[config.mk]
export PLATFORM = sky130hd
export DESIGN_NAME = parking_gate_scheduler_flat
export DESIGN_NICKNAME = d
export VERILOG_FILES = /design/src/rtl/parking_gate_scheduler_if.sv /design/src/rtl/parking_gate_scheduler.sv /design/src/flat_wrapper.sv
export SDC_FILE = /design/constraint.sdc
export NUM_CORES = 1
export LEC_CHECK = 0
export CAP_MARGIN = 10
export CORE_MARGIN = 4
export CORE_UTILIZATION = 50
export DETAILED_ROUTE_END_ITERATION = 10
export GPL_ROUTABILITY_DRIVEN = 1
export HOLD_SLACK_MARGIN = 0.03
export PLACE_DENSITY = 0.78
export RECOVER_POWER = 25
export SKIP_CTS_REPAIR_TIMING = 1
export SLEW_MARGIN = 15
export SYNTH_ARGS = -nofsm -noshare
export SYNTH_HDL_FRONTEND = slang
export SYNTH_SLANG_ARGS = --single-unit
[constraint.sdc]
create_clock -name clk -period 2.1 [get_ports clk]
set_input_delay 0.63 -clock clk [delete_from_list [all_inputs] [get_ports clk]]
set_output_delay 0.63 -clock clk [all_outputs]
set_load 0.1 [all_outputs]
[src/rtl/parking_gate_scheduler_if.sv]
// Gate/lot bundle for the parking gate scheduler.
// The master side is the environment: the gate sensors driving requests and the
// lot datapath driving its status flags. The slave side is the scheduler, which
// answers the gates and drives the lot's single-event inputs.
interface parking_gate_scheduler_if #(
    parameter int NUM_GATES = 4
);
    // Gate side: one request/direction/class level per gate, one pulse pair back
    logic [NUM_GATES-1:0] gate_req;
    logic [NUM_GATES-1:0] gate_dir;
    logic [NUM_GATES-1:0] gate_uni;
    logic [NUM_GATES-1:0] gate_grant;
    logic [NUM_GATES-1:0] gate_deny;

    // Lot datapath side
    logic                 lot_car_entered;
    logic                 lot_is_uni_entered;
    logic                 lot_car_exited;
    logic                 lot_is_uni_exited;
    logic                 lot_ready;
    logic                 lot_uni_space;
    logic                 lot_space;

    modport master (
        output gate_req, gate_dir, gate_uni,
        output lot_ready, lot_uni_space, lot_space,
        input  gate_grant, gate_deny,
        input  lot_car_entered, lot_is_uni_entered, lot_car_exited, lot_is_uni_exited
    );

    modport slave (
        input  gate_req, gate_dir, gate_uni,
        input  lot_ready, lot_uni_space, lot_space,
        output gate_grant, gate_deny,
        output lot_car_entered, lot_is_uni_entered, lot_car_exited, lot_is_uni_exited
    );
endinterface

[src/rtl/parking_gate_scheduler.sv]
// Parking gate scheduler.
// Serialises car events from NUM_GATES gates into the single-event lot
// occupancy datapath. Exit requests beat entry requests; inside a class the
// gates are served round-robin. Each transaction either issues one lot event
// and waits for the lot's ready edge, or is denied (no space / timeout).
module parking_gate_scheduler #(
    parameter int NUM_GATES = 4,
    parameter int TIMEOUT   = 15
) (
    input  logic                     clk,
    input  logic                     rst_n,
    parking_gate_scheduler_if.slave  bus,
    output logic                     busy,
    output logic                     timeout_err,
    output logic [15:0]              served_count
);

    localparam int               IDX_W      = $clog2(NUM_GATES);
    localparam logic [7:0]       WAIT_LIMIT = 8'(TIMEOUT);
    localparam logic [IDX_W-1:0] LAST_IDX   = IDX_W'(NUM_GATES - 1);

    typedef enum logic [2:0] {
        S_IDLE,
        S_ARB,
        S_CHECK,
        S_ISSUE,
        S_WAIT,
        S_RESP
    } state_t;

    state_t               state;

    // Round-robin pointer and the gates that must drop their request before
    // they may be arbitrated again.
    logic [IDX_W-1:0]     rr_ptr;
    logic [NUM_GATES-1:0] hold_mask;

    // Winner captured in ARB; only meaningful from CHECK to RESP.
    logic [IDX_W-1:0]     win_idx;
    logic                 win_dir;
    logic                 win_uni;
    logic [NUM_GATES-1:0] win_onehot;

    // Ready edge detection and wait-cycle counter.
    logic                 ready_prev;
    logic [7:0]           wait_cnt;

    // Registered outputs.
    logic [NUM_GATES-1:0] grant_q;
    logic [NUM_GATES-1:0] deny_q;
    logic                 ent_q;
    logic                 ent_uni_q;
    logic                 ext_q;
    logic                 ext_uni_q;

    // Arbitration terms.
    logic [NUM_GATES-1:0] elig;
    logic [NUM_GATES-1:0] exit_req;
    logic [NUM_GATES-1:0] entry_req;
    logic [NUM_GATES-1:0] class_req;
    logic [IDX_W:0]       pick;
    logic [IDX_W-1:0]     pick_idx;
    logic                 pick_vld;
    logic                 space_ok;

    // First requesting gate at or after ptr, ascending with wrap.
    // Returns {found, index}. Iterating from the farthest offset down lets the
    // nearest hit overwrite the others, so no early exit is needed.
    function automatic logic [IDX_W:0] rr_pick(
        input logic [NUM_GATES-1:0] req,
        input logic [IDX_W-1:0]     ptr
    );
        logic [IDX_W:0] res;
        int             k;
        res = '0;
        for (int i = NUM_GATES - 1; i >= 0; i--) begin
            k = (int'(ptr) + i) % NUM_GATES;
            if (req[IDX_W'(k)]) begin
                res = {1'b1, IDX_W'(k)};
            end
        end
        return res;
    endfunction

    // Eligible requests, class selection (exits first) and round-robin pick.
    always_comb begin
        elig      = bus.gate_req & ~hold_mask;
        exit_req  = elig & bus.gate_dir;
        entry_req = elig & ~bus.gate_dir;
        class_req = (|exit_req) ? exit_req : entry_req;
        pick      = rr_pick(class_req, rr_ptr);
        pick_vld  = pick[IDX_W];
        pick_idx  = pick[IDX_W-1:0];
        space_ok  = win_uni ? bus.lot_uni_space : bus.lot_space;
    end

    assign win_onehot = {{(NUM_GATES-1){1'b0}}, 1'b1} << win_idx;

    // Capture the winner's index and attributes in ARB; pure data, no reset.
    always_ff @(posedge clk) begin
        if (state == S_ARB && pick_vld) begin
            win_idx <= pick_idx;
            win_dir <= bus.gate_dir[pick_idx];
            win_uni <= bus.gate_uni[pick_idx];
        end
    end

    // Transaction FSM with all control state and registered outputs.
    always_ff @(posedge clk or negedge rst_n) begin
        if (!rst_n) begin
            state        <= S_IDLE;
            rr_ptr       <= '0;
            hold_mask    <= '0;
            ready_prev   <= 1'b0;
            wait_cnt     <= '0;
            grant_q      <= '0;
            deny_q       <= '0;
            ent_q        <= 1'b0;
            ent_uni_q    <= 1'b0;
            ext_q        <= 1'b0;
            ext_uni_q    <= 1'b0;
            busy         <= 1'b0;
            timeout_err  <= 1'b0;
            served_count <= '0;
        end else begin
            // Pulses last exactly one cycle; a gate leaves the hold set once
            // its request has been seen low.
            grant_q   <= '0;
            deny_q    <= '0;
            hold_mask <= hold_mask & bus.gate_req;

            case (state)
                S_IDLE: begin
                    if (|elig) begin
                        state <= S_ARB;
                        busy  <= 1'b1;
                    end
                end

                S_ARB: begin
                    // Requests may have vanished since IDLE; fall back if so.
                    if (pick_vld) begin
                        state <= S_CHECK;
                    end else begin
                        state <= S_IDLE;
                        busy  <= 1'b0;
                    end
                end

                S_CHECK: begin
                    if (win_dir) begin
                        ext_q     <= 1'b1;
                        ext_uni_q <= win_uni;
                        state     <= S_ISSUE;
                    end else if (space_ok) begin
                        ent_q     <= 1'b1;
                        ent_uni_q <= win_uni;
                        state     <= S_ISSUE;
                    end else begin
                        deny_q <= win_onehot;
                        state  <= S_RESP;
                    end
                end

                S_ISSUE: begin
                    // A ready level already high here must not count as completion.
                    ready_prev <= bus.lot_ready;
                    wait_cnt   <= 8'd1;
                    state      <= S_WAIT;
                end

                S_WAIT: begin
                    ready_prev <= bus.lot_ready;
                    if (bus.lot_ready && !ready_prev) begin
                        ent_q     <= 1'b0;
                        ent_uni_q <= 1'b0;
                        ext_q     <= 1'b0;
                        ext_uni_q <= 1'b0;
                        grant_q   <= win_onehot;
                        state     <= S_RESP;
                    end else if (wait_cnt == WAIT_LIMIT) begin
                        ent_q       <= 1'b0;
                        ent_uni_q   <= 1'b0;
                        ext_q       <= 1'b0;
                        ext_uni_q   <= 1'b0;
                        timeout_err <= 1'b1;
                        deny_q      <= win_onehot;
                        state       <= S_RESP;
                    end else begin
                        wait_cnt <= wait_cnt + 8'd1;
                    end
                end

                S_RESP: begin
                    if (|grant_q) begin
                        served_count <= served_count + 16'd1;
                    end
                    rr_ptr             <= (win_idx == LAST_IDX) ? '0 : win_idx + 1'b1;
                    hold_mask[win_idx] <= 1'b1;
                    state              <= S_IDLE;
                    busy               <= 1'b0;
                end

                default: begin
                    state <= S_IDLE;
                    busy  <= 1'b0;
                end
            endcase
        end
    end

    assign bus.gate_grant         = grant_q;
    assign bus.gate_deny          = deny_q;
    assign bus.lot_car_entered    = ent_q;
    assign bus.lot_is_uni_entered = ent_uni_q;
    assign bus.lot_car_exited     = ext_q;
    assign bus.lot_is_uni_exited  = ext_uni_q;

endmodule

[src/flat_wrapper.sv]
// flat-port wrapper written by rule: the top's interface ports become plain ports
module parking_gate_scheduler_flat 
#(
    parameter int NUM_GATES = 4,
    parameter int TIMEOUT   = 15
)
  (clk, rst_n, busy, timeout_err, served_count, bus_gate_req, bus_gate_dir, bus_gate_uni, bus_lot_ready, bus_lot_uni_space, bus_lot_space, bus_gate_grant, bus_gate_deny, bus_lot_car_entered, bus_lot_is_uni_entered, bus_lot_car_exited, bus_lot_is_uni_exited);
  parking_gate_scheduler_if #(.NUM_GATES(NUM_GATES)) bus_i ();
  input  logic clk;
  input  logic rst_n;
  output logic busy;
  output logic timeout_err;
  output logic [15:0] served_count;
  input wire logic [$bits(bus_i.gate_req)-1:0] bus_gate_req;
  input wire logic [$bits(bus_i.gate_dir)-1:0] bus_gate_dir;
  input wire logic [$bits(bus_i.gate_uni)-1:0] bus_gate_uni;
  input wire logic [$bits(bus_i.lot_ready)-1:0] bus_lot_ready;
  input wire logic [$bits(bus_i.lot_uni_space)-1:0] bus_lot_uni_space;
  input wire logic [$bits(bus_i.lot_space)-1:0] bus_lot_space;
  output wire logic [$bits(bus_i.gate_grant)-1:0] bus_gate_grant;
  output wire logic [$bits(bus_i.gate_deny)-1:0] bus_gate_deny;
  output wire logic [$bits(bus_i.lot_car_entered)-1:0] bus_lot_car_entered;
  output wire logic [$bits(bus_i.lot_is_uni_entered)-1:0] bus_lot_is_uni_entered;
  output wire logic [$bits(bus_i.lot_car_exited)-1:0] bus_lot_car_exited;
  output wire logic [$bits(bus_i.lot_is_uni_exited)-1:0] bus_lot_is_uni_exited;
  assign bus_i.gate_req = bus_gate_req;
  assign bus_i.gate_dir = bus_gate_dir;
  assign bus_i.gate_uni = bus_gate_uni;
  assign bus_i.lot_ready = bus_lot_ready;
  assign bus_i.lot_uni_space = bus_lot_uni_space;
  assign bus_i.lot_space = bus_lot_space;
  assign bus_gate_grant = bus_i.gate_grant;
  assign bus_gate_deny = bus_i.gate_deny;
  assign bus_lot_car_entered = bus_i.lot_car_entered;
  assign bus_lot_is_uni_entered = bus_i.lot_is_uni_entered;
  assign bus_lot_car_exited = bus_i.lot_car_exited;
  assign bus_lot_is_uni_exited = bus_i.lot_is_uni_exited;
  parking_gate_scheduler #(.NUM_GATES(NUM_GATES), .TIMEOUT(TIMEOUT)) u_core (.clk(clk), .rst_n(rst_n), .bus(bus_i), .busy(busy), .timeout_err(timeout_err), .served_count(served_count));
endmodule
==> run_results.csv, run 1 <==
group,metric,value,unit
die,die_x,80.60,um
placement,port_buffers,46,
worst_setup_path,worstPathRequired,2.14,ns
die,dieArea,6496,um2
clocking,numCtsBuffers,5,
worst_setup_path,critPathArrivalTime,2.07,ns
worst_setup_path,crit_end,"u_core.win_dir$_DFFE_PP_",
worst_setup_path,reg2regPathDepth,7,
worst_setup_path,r2r-end,"u_core.wait_cnt[5]$_DFFE_PN0P_",
route,drc,0,
power_and_ir_drop,max-vdd-ir-drop,0.8729,mV
die,rows,26,
global_route,grt_start_max_net_pins,31,
cells_and_area,diodes,0,
outcome,status,"completed",
logic_synthesis,yosysTopAreaCell,"dfrtp_1",
route,finalWirelength,5.976,mm
power_and_ir_drop,seq_power_share,0.392,
timing,setup_violations,0,
route,dr.pass1.iters,4,
logic_synthesis,synthFlopType,"dfrtp_1",
cells_and_area,layout-drive-gt1-share,0.2984,
logic_synthesis,syn_area_per_cell,10.84,um2
worst_setup_path,ff2ff_setup_slack,0.10,ns
worst_setup_path,path_max_fanout,5,
timing,fmax,491.8,MHz
timing,fin_tns_setup,0,ns
clocking,cts_tree,"done",
route,viasPerCell,5.483,
cells_and_area,nets,337,
worst_setup_path,cp-end-kind,"flop",
logic_synthesis,yosysWarnings,0,
power_and_ir_drop,pwr-share-clk,0.158,
global_route,grt_pass1_wl,9.894,mm
logic_synthesis,synth_fp_nets,266,
power_and_ir_drop,switchingPower,1.493,mW
timing,worstMarginPinSlew,1.108,ns
route,wl_per_cell,15.52,um
die,start_util,0.5159,
die,io_pins,47,
logic_synthesis,synth_area,2635,um2
worst_setup_path,crit_type,"primary input to flop",
clocking,root_buffer,"clkbuf_8",
timing,slew_headroom,0.2616,
clocking,cts_sinks,52,
route,drtIter0Drc,115,
power_and_ir_drop,power.density,948.9,nW/um2
global_route,grt_pass1_vias,2162,
logic_synthesis,async_flop_share,0.9231,
clocking,path_clk_slew,0.09,ns
logic_synthesis,synth-seq-cells,52,
logic_synthesis,yosysTopAreaCellShare,0.4558,
global_route,antenna_found_initial,0,
clocking,cts_max_level,2,
clocking,clock_path_buffers,2,
global_route,grt_usage,0.1979,
power_and_ir_drop,switching_share,0.4129,
job,maxCapViolCount,0,
min_path,hold_path.class,"primary input to asynchronous set/reset pin",
logic_synthesis,ys_types,55,
timing,worst_slack,0.06677,ns
timing,fin_skew,0.01254,ns
timing,fin_crit_sh,0.9682,
global_route,overflow,0,
power_and_ir_drop,power_frac_comb,0.450,
power_and_ir_drop,leakage,1.779,nW
route,drtAntennaViolNets,0,
die,die_h,80.60,um
placement,gp_congestion,0.8808,
cells_and_area,final_core_util,0.7460,
logic_synthesis,synthTopCellsByArea,"dfrtp_1 46%, edfxtp_1 4.6%, xnor2_1 3.7%",
timing,hold_viol,0,
power_and_ir_drop,p_int,2.123,mW
placement,post-dp-hpwl,4.494,mm
cells_and_area,area_delta_synth_final,44.59,%
cells_and_area,layout_common_cells,"42 x dfrtp_1, 31 x buf_12, 22 x buf_4, 18 x nand2_1, 15 x nor2_1",
logic_synthesis,synth_cells,243,
route,vias,2111,
logic_synthesis,synth_edf_count,4,
cells_and_area,nFillCells,348,
placement,dp_slack,-0.5421,ns
worst_setup_path,worstSetupStartpointType,"primary input",
worst_setup_path,crit_path_start,"bus_gate_req[2]",
timing,timing.hold.ws,0.5112,ns
cells_and_area,final_common_cell,"dfrtp_1",
logic_synthesis,synth-seq-area-share,0.5014,
die,core-area,5107,um2
timing,slew_viol_final,0,
timing,period_needed,2.033,ns
clocking,clock_latency,0.30,ns
worst_setup_path,reg2reg_from,"u_core.wait_cnt[1]$_DFFE_PN0P_",
## per-stage QoR
stage	area [um2]	power, mW	instances
finish	3810	3.615	385
global route	3810	3.824	385
CTS	3701	3.534	381
detailed placement	3615	2.964	373
global placement	3615	2.916	373
floorplan	2643	2.400	243
## area by class of cell
type | instances | area [um2] | share of cell area
repair buffers | 69 | 959.7 | 0.2519
well taps | 70 | 87.58 | 0.02299
clock buffers | 6 | 72.57 | 0.01905
multi-input cells | 178 | 1318 | 0.3458
inverters | 8 | 30.03 | 0.007882
flip-flops and latches | 52 | 1329 | 0.3488
clock inverters | 2 | 13.76 | 0.003612
## layer usage
metal / wire (um) / GRT usage / up-vias
li1: - / - / 1008
met1: 2519 / 0.2378 / 1038
met2: 3087 / 0.3518 / 58
met3: 275 / 0.03475 / 7
met4: 93 / 0.07264 / 0
met5: 0 / 0 / -
## worst min path at each step
stage,endpoint,cells after the start
final,u_core.wait_cnt[2]$_DFFE_PN0P_,1
after CTS,u_core.timeout_err$_DFFE_PN0P_,1
after detailed placement,u_core.timeout_err$_DFFE_PN0P_,1
after global placement,u_core.rr_ptr[0]$_DFFE_PN0P_,1
after floorplan,u_core.bus.gate_deny[0]$_DFF_PN0_,0
after global routing,u_core.rr_ptr[0]$_DFFE_PN0P_,1
## synthesized netlist by cell type, types with 2 or more instances
master,count
dfrtp_1,48
nand2_1,18
nor2_1,16
xnor2_1,11
nor2b_1,10
xor2_1,10
nand3_1,9
o21ai_0,9
inv_1,8
and2_1,7
nand4_1,7
ha_1,6
mux2i_1,6
nor3_1,6
a21oi_1,5
a22o_1,5
and3_1,4
edfxtp_1,4
nand3b_1,4
and3b_1,3
buf_2,3
a21oi_2,2
mux2_2,2
nand2b_1,2
nand3b_4,2
nor2_2,2
nor3_2,2
nor3b_1,2
o21ai_2,2
o31ai_1,2
or3b_1,2
## state kept, by name, indices dropped and copies added (netlist names), 2 cells and up
name,count
u_core.win_idx,2
u_core.bus.gate_grant,4
u_core.hold_mask,4
u_core.wait_cnt,8
u_core.served_count,16
u_core.bus.gate_deny,4
u_core.rr_ptr,2
u_core.state,3
## logic make-up (layout without fill, tap and decap cells)
group,count (synthesis),after routing,synth area share
AND/OR/NAND/NOR,101,101,0.2246
flip-flops,52,52,0.5014
AO/OA/AOI/OAI,42,42,0.1230
XOR/XNOR,21,21,0.06980
buffers and inverters,13,85,0.02137
multiplexers,8,8,0.03134
adder cells (fa/ha/maj),6,6,0.02849
## power groups by stage
stage | combinational [mW] | clock (mW) | sequential (mW)
6_report | 1.63 | 0.571 | 1.42
3_5_place_dp | 1.54 | 0 | 1.42
4_1_cts | 1.54 | 0.580 | 1.41
5_1_grt | 1.75 | 0.625 | 1.45
2_1_floorplan | 0.694 | 0 | 1.71
3_3_place_gp | 1.50 | 0 | 1.42
## worst max-delay path: stages
cell and delay (ns):
dlymetal6s2s_1 0.17, and3b_2 0.25, o211ai_1 0.26, a31oi_4 0.16
o21ai_4 0.26, mux2i_1 0.23, mux2i_1 0.11
No activity file was read; power rests on OpenSTA's default activity.
==> inputs of run 2 (changes only) <==
Settings changed: CORE_MARGIN 4 to 8.
==> run 2 against run 1 <==
Effect of this change: critical path type unchanged; power down 1.7%; worst setup slack better by 0.049 ns; utilization shrank 1.6 points; cell count fell by 2.3%; clock skew down 0.0079 ns; critical endpoint is now u_core.win_uni$_DFFE_PP_.
==> run_results.csv, run 2 (synthesis results as in run 1) <==
group,metric,value,unit
cells_and_area,layout_common_cells,"42 x dfrtp_1, 30 x buf_12, 18 x nand2_1, 15 x nor2_1, 13 x buf_4",
route,wl_met3,289,um
cells_and_area,top_regs,"u_core.served_count (16), u_core.wait_cnt (8)",
power_and_ir_drop,max-vdd-ir-drop,0.8612,mV
route,drc,0,
cells_and_area,diodes,0,
route,viasPerCell,5.580,
global_route,grt_start_max_net_pins,49,
worst_setup_path,worstSetupStartpointType,"primary input",
worst_setup_path,worstPathRequired,2.16,ns
timing,rsz0062_at_grt,"no",
power_and_ir_drop,leakage,1.724,nW
clocking,path_clk_slew,0.09,ns
die,core-area,5107,um2
route,wl_per_cell,15.72,um
route,top_layer_used,"met4",
worst_setup_path,reg2reg_from,"u_core.wait_cnt[1]$_DFFE_PN0P_",
route,vias,2098,
min_path,hold_path.class,"flop to flop",
timing,fmax,504.1,MHz
route,wl_met1,2.516,mm
min_path,holdPathEnd,"u_core.served_count[5]$_DFFE_PN0P_",
cells_and_area,largest_reg_flops,16,
placement,post-dp-hpwl,4.463,mm
clocking,cts_tree,"done",
cells_and_area,area_delta_synth_final,41.55,%
job,maxCapViolCount,0,
placement,gp_congestion,0.9478,
power_and_ir_drop,power.density,953.2,nW/um2
route,drtAntennaViolNets,0,
timing,fin_tns_setup,0,ns
worst_setup_path,cp-end-kind,"flop",
cells_and_area,regMostFlops,"u_core.served_count",
worst_setup_path,ff2ff_setup_slack,0.12,ns
worst_setup_path,path_max_fanout,5,
worst_setup_path,r2r-end,"u_core.wait_cnt[5]$_DFFE_PN0P_",
min_path,min-delay-start,"u_core.served_count[5]$_DFFE_PN0P_",
placement,dp_slack,-0.5146,ns
global_route,grt_pass1_wl,9.446,mm
min_path,hold_depth,1,
timing,fin_skew,0.004606,ns
cells_and_area,layout-drive-gt1-share,0.2778,
cells_and_area,nFillCells,349,
timing,period_needed,1.984,ns
worst_setup_path,crit_type,"primary input to flop",
global_route,antenna_found_initial,0,
timing,slew_viol_final,0,
global_route,grt_pass1_vias,2069,
worst_setup_path,reg2regPathDepth,7,
timing,setup_violations,0,
clocking,root_buffer,"clkbuf_8",
route,drtIter0Drc,70,
clocking,clock_latency,0.30,ns
clocking,cts_max_level,2,
die,io_pins,47,
timing,worst_slack,0.1161,ns
timing,slew_headroom,0.2490,
timing,worstMarginPinSlew,1.127,ns
worst_setup_path,critPathArrivalTime,2.04,ns
die,start_util,0.5159,
die,die_x,88.60,um
clocking,clock_path_buffers,2,
outcome,status,"completed",
placement,port_buffers,46,
clocking,numCtsBuffers,5,
route,route.met2.wl,2.946,mm
global_route,overflow,0,
power_and_ir_drop,fin_total_pwr,3.555,mW
timing,fin_crit_sh,0.9447,
die,rows,26,
cells_and_area,final_common_cell,"dfrtp_1",
die,dieArea,7849,um2
die,die_h,88.60,um
route,finalWirelength,5.912,mm
global_route,grt_usage,0.1534,
cells_and_area,nets,328,
timing,hold_viol,0,
route,dr.pass1.iters,4,
clocking,cts_sinks,52,
[run 2: worst max-delay path by stage]
stage / depth (start not counted) / slack (ns) / from / end
after floorplan: 5 / -0.01 / u_core.served_count[0]$_DFFE_PN0P_ / u_core.served_count[12]$_DFFE_PN0P_
after global placement: 7 / -0.48 / bus_gate_dir[0] / u_core.win_dir$_DFFE_PP_
after detailed placement: 7 / -0.51 / bus_gate_req[3] / u_core.win_dir$_DFFE_PP_
after CTS: 7 / -0.19 / bus_gate_req[3] / u_core.win_idx[0]$_DFFE_PP_
after global routing: 7 / 0.007 / u_core.wait_cnt[1]$_DFFE_PN0P_ / u_core.wait_cnt[5]$_DFFE_PN0P_
final: 7 / 0.12 / bus_gate_req[3] / u_core.win_uni$_DFFE_PP_
[run 2: power breakdown]
group	switching, mW	internal, mW	leakage (nW)
logic	0.931	0.634	1.01
registers	0.210	1.21	0.667
clock network	0.305	0.269	0.0455
total	1.45	2.11	1.72
[run 2: area by class of cell]
cell class | instances | area (um2) | share of cell area
clock buffers | 8 | 90.09 | 0.02415
inverters | 8 | 30.03 | 0.008051
multi-input cells | 178 | 1315 | 0.3526
flip-flops and latches | 52 | 1329 | 0.3563
well taps | 70 | 87.58 | 0.02348
repair buffers | 60 | 878.3 | 0.2355
[run 2: critical path, stage by stage]
cell and delay, ns:
dlymetal6s2s_1 0.16, and3b_2 0.25, o211ai_1 0.28, a31oi_4 0.16, o21ai_4 0.25, mux2i_1 0.23
mux2i_1 0.08
[run 2: per-stage QoR]
step                      instances  instance area, um2    util  hold WS, ns
after floorplan                 243                2643       -       0.3344
after global routing            376                3730  0.7303       0.5455
final                           376                3730  0.7303       0.5279
after detailed placement        368                3577  0.7004       0.5183
after global placement          368                3577  0.7004       0.5138
after CTS                       376                3667  0.7180       0.3062
[run 2: per-layer routing]
| layer | vias to the layer above | global-route usage |
|---|---|---|
| li1 | 989 | - |
| met1 | 1022 | 0.1847 |
| met2 | 69 | 0.2559 |
| met3 | 18 | 0.03250 |
| met4 | 0 | 0.07066 |
| met5 | - | 0 |
==> inputs of run 3 (changes only) <==
Settings changed: GPL_TIMING_DRIVEN set to 0.
==> run 3 against run 2 <==
Effect of this change: power fell by 1.5%; non-clock buffer count fell by 3; register-to-register slack got worse by 0.08 ns; combinational power fell by 11%; highest routed layer unchanged; via count fell by 1.7%; flip-flop and latch count did not move; routed wire length fell by 1.6%; clock power rose by 28%; hold slack got worse by 0.16 ns; largest cell class unchanged; sequential share of layout area rose by 4.4 points; critical path type unchanged; maximum frequency fell by 3.9%.
==> run_results.csv, run 3 (synthesis results as in run 1) <==
group,metric,value,unit
global_route,grt_start_max_net_pins,36,
global_route,overflow,0,
cells_and_area,layout_common_cells,"41 x dfrtp_1, 20 x clkbuf_2, 19 x dlymetal6s2s_1, 18 x nand2_1, 15 x nor2_1",
cells_and_area,largest_reg_flops,16,
die,core-area,5107,um2
worst_setup_path,crit_type,"primary input to flop",
cells_and_area,nets,325,
timing,hold_viol,0,
placement,gp_congestion,0.8907,
timing,period_needed,2.065,ns
worst_setup_path,worst-path-buf-inv,1,
global_route,grt_pass1_vias,1992,
cells_and_area,fin_cells,373,
cells_and_area,diodes,0,
power_and_ir_drop,power.density,1054,nW/um2
min_path,hold_path.class,"primary input to asynchronous set/reset pin",
route,drc,0,
cells_and_area,top_regs,"u_core.served_count (16), u_core.wait_cnt (8)",
timing,worstMarginPinSlew,0.9776,ns
outcome,status,"completed",
global_route,antenna_found_initial,0,
worst_setup_path,critPathTopFamily,"simple AND/OR/NAND/NOR gates",
clocking,cts_tree,"done",
power_and_ir_drop,fin_total_pwr,3.503,mW
clocking,cts_max_level,2,
clocking,path_clk_slew,0.09,ns
global_route,grt_pass1_wl,9.142,mm
die,start_util,0.5159,
worst_setup_path,worstPathRequired,2.17,ns
route,dr.pass1.iters,4,
timing,setup_violations,0,
worst_setup_path,cp-end-kind,"flop",
clocking,numCtsBuffers,5,
power_and_ir_drop,leakage,1.765,nW
timing,rsz0062_at_grt,"yes",
worst_setup_path,cp_slowest_cell,"or3b_4",
die,die_h,88.60,um
worst_setup_path,path_max_fanout,5,
timing,slew_viol_final,0,
timing,fin_skew,0.002640,ns
clocking,cts_sinks,52,
die,die_x,88.60,um
cells_and_area,regMostFlops,"u_core.served_count",
route,drtIter0Drc,70,
route,finalWirelength,5.815,mm
timing,slew_headroom,0.3472,
timing,fin_crit_sh,0.9833,
clocking,clock_latency,0.30,ns
clocking,clock_path_buffers,2,
route,wl_per_cell,15.59,um
worst_setup_path,worstSetupStartpointType,"primary input",
route,drtAntennaViolNets,0,
cells_and_area,area_delta_synth_final,26.16,%
worst_setup_path,max_stage_delay,0.39,ns
timing,fmax,484.3,MHz
job,maxCapViolCount,0,
cells_and_area,layout-drive-gt1-share,0.2178,
route,viasPerCell,5.528,
die,rows,26,
global_route,grt_usage,0.1498,
placement,post-dp-hpwl,4.345,mm
die,io_pins,47,
route,vias,2062,
placement,port_buffers,46,
clocking,root_buffer,"clkbuf_8",
worst_setup_path,crit_chain,"dlymetal6s2s_1, nand3b_1, a41o_1, or3b_4, nand3b_4, nand3b_1, nor2_4",
power_and_ir_drop,max-vdd-ir-drop,0.7861,mV
worst_setup_path,critPathArrivalTime,2.14,ns
die,dieArea,7849,um2
placement,place_inst,360,
worst_setup_path,cpMostUsedCell,"nand3b_1",
cells_and_area,final_common_cell,"dfrtp_1",
-- run 3: cell types whose count changed in the layout (fill, tap and decap cells not counted), moves of 7 or more --
cell / delta
buf_12: -30
clkbuf_2: +19
dlymetal6s2s_1: +11
buf_4: -7
-- run 3: final cells by class --
| cell class | instances | area (um2) |
|---|---|---|
| fill | 450 | 1783 |
| timing repair buffer | 52 | 449.2 |
| clock inverter | 1 | 30.03 |
| buffer | 5 | 26.28 |
| clock buffer | 7 | 96.34 |
| tap | 70 | 87.58 |
| sequential | 52 | 1330 |
| multi-input combinational | 178 | 1275 |
| inverter | 8 | 30.03 |
-- run 3: per-stage QoR --
stage	util	instance area, um2	setup TNS [ns]	hold slack (ns)	worst slack, ns
after floorplan	-	2643	-0.01290	0.3344	-0.01290
after global placement	0.6247	3191	-49.14	0.4606	-1.029
after detailed placement	0.6276	3206	-7.547	0.4599	-0.6519
after global routing	0.6509	3324	-0.1588	0.4249	-0.03650
after CTS	0.6524	3332	-14.24	0.2245	-0.4929
final	0.6509	3324	0	0.3673	0.03508
-- run 3: routing by layer --
metal,wire length (um),vias up,GRT usage
met5,0,-,0
met4,99,0,0.07373
met3,235,7,0.03343
met2,2927,56,0.2492
met1,2552,1014,0.1782
li1,-,985,-
-- run 3: final timing paths --
check	depth (start not counted)	to	slack, ns	from
max	7	u_core.win_idx[1]$_DFFE_PP_	0.04	bus_gate_req[1]
min	1	u_core.wait_cnt[1]$_DFFE_PN0P_	0.37	rst_n
max reg2reg	6	u_core.win_idx[1]$_DFFE_PP_	0.04	u_core.hold_mask[1]$_DFF_PN0_
min reg2reg	1	u_core.timeout_err$_DFFE_PN0P_	0.47	u_core.timeout_err$_DFFE_PN0P_
max in group asynchronous	2	u_core.bus.gate_grant[2]$_DFF_PN0_	0.42	rst_n
min in group clk	1	u_core.timeout_err$_DFFE_PN0P_	0.47	u_core.timeout_err$_DFFE_PN0P_
-- run 3: worst register-to-register path: cells and delay by family (launching register included) --
family          cells  cell delay, ns
simple gates        5            1.09
compound gates      1            0.33
flops               1            0.40
-- run 3: where the power goes --
part	internal (mW)	leakage (nW)	switching, mW
Clock	0.420	0.0645	0.314
Combinational	0.474	1.03	0.912
Sequential	1.21	0.666	0.175
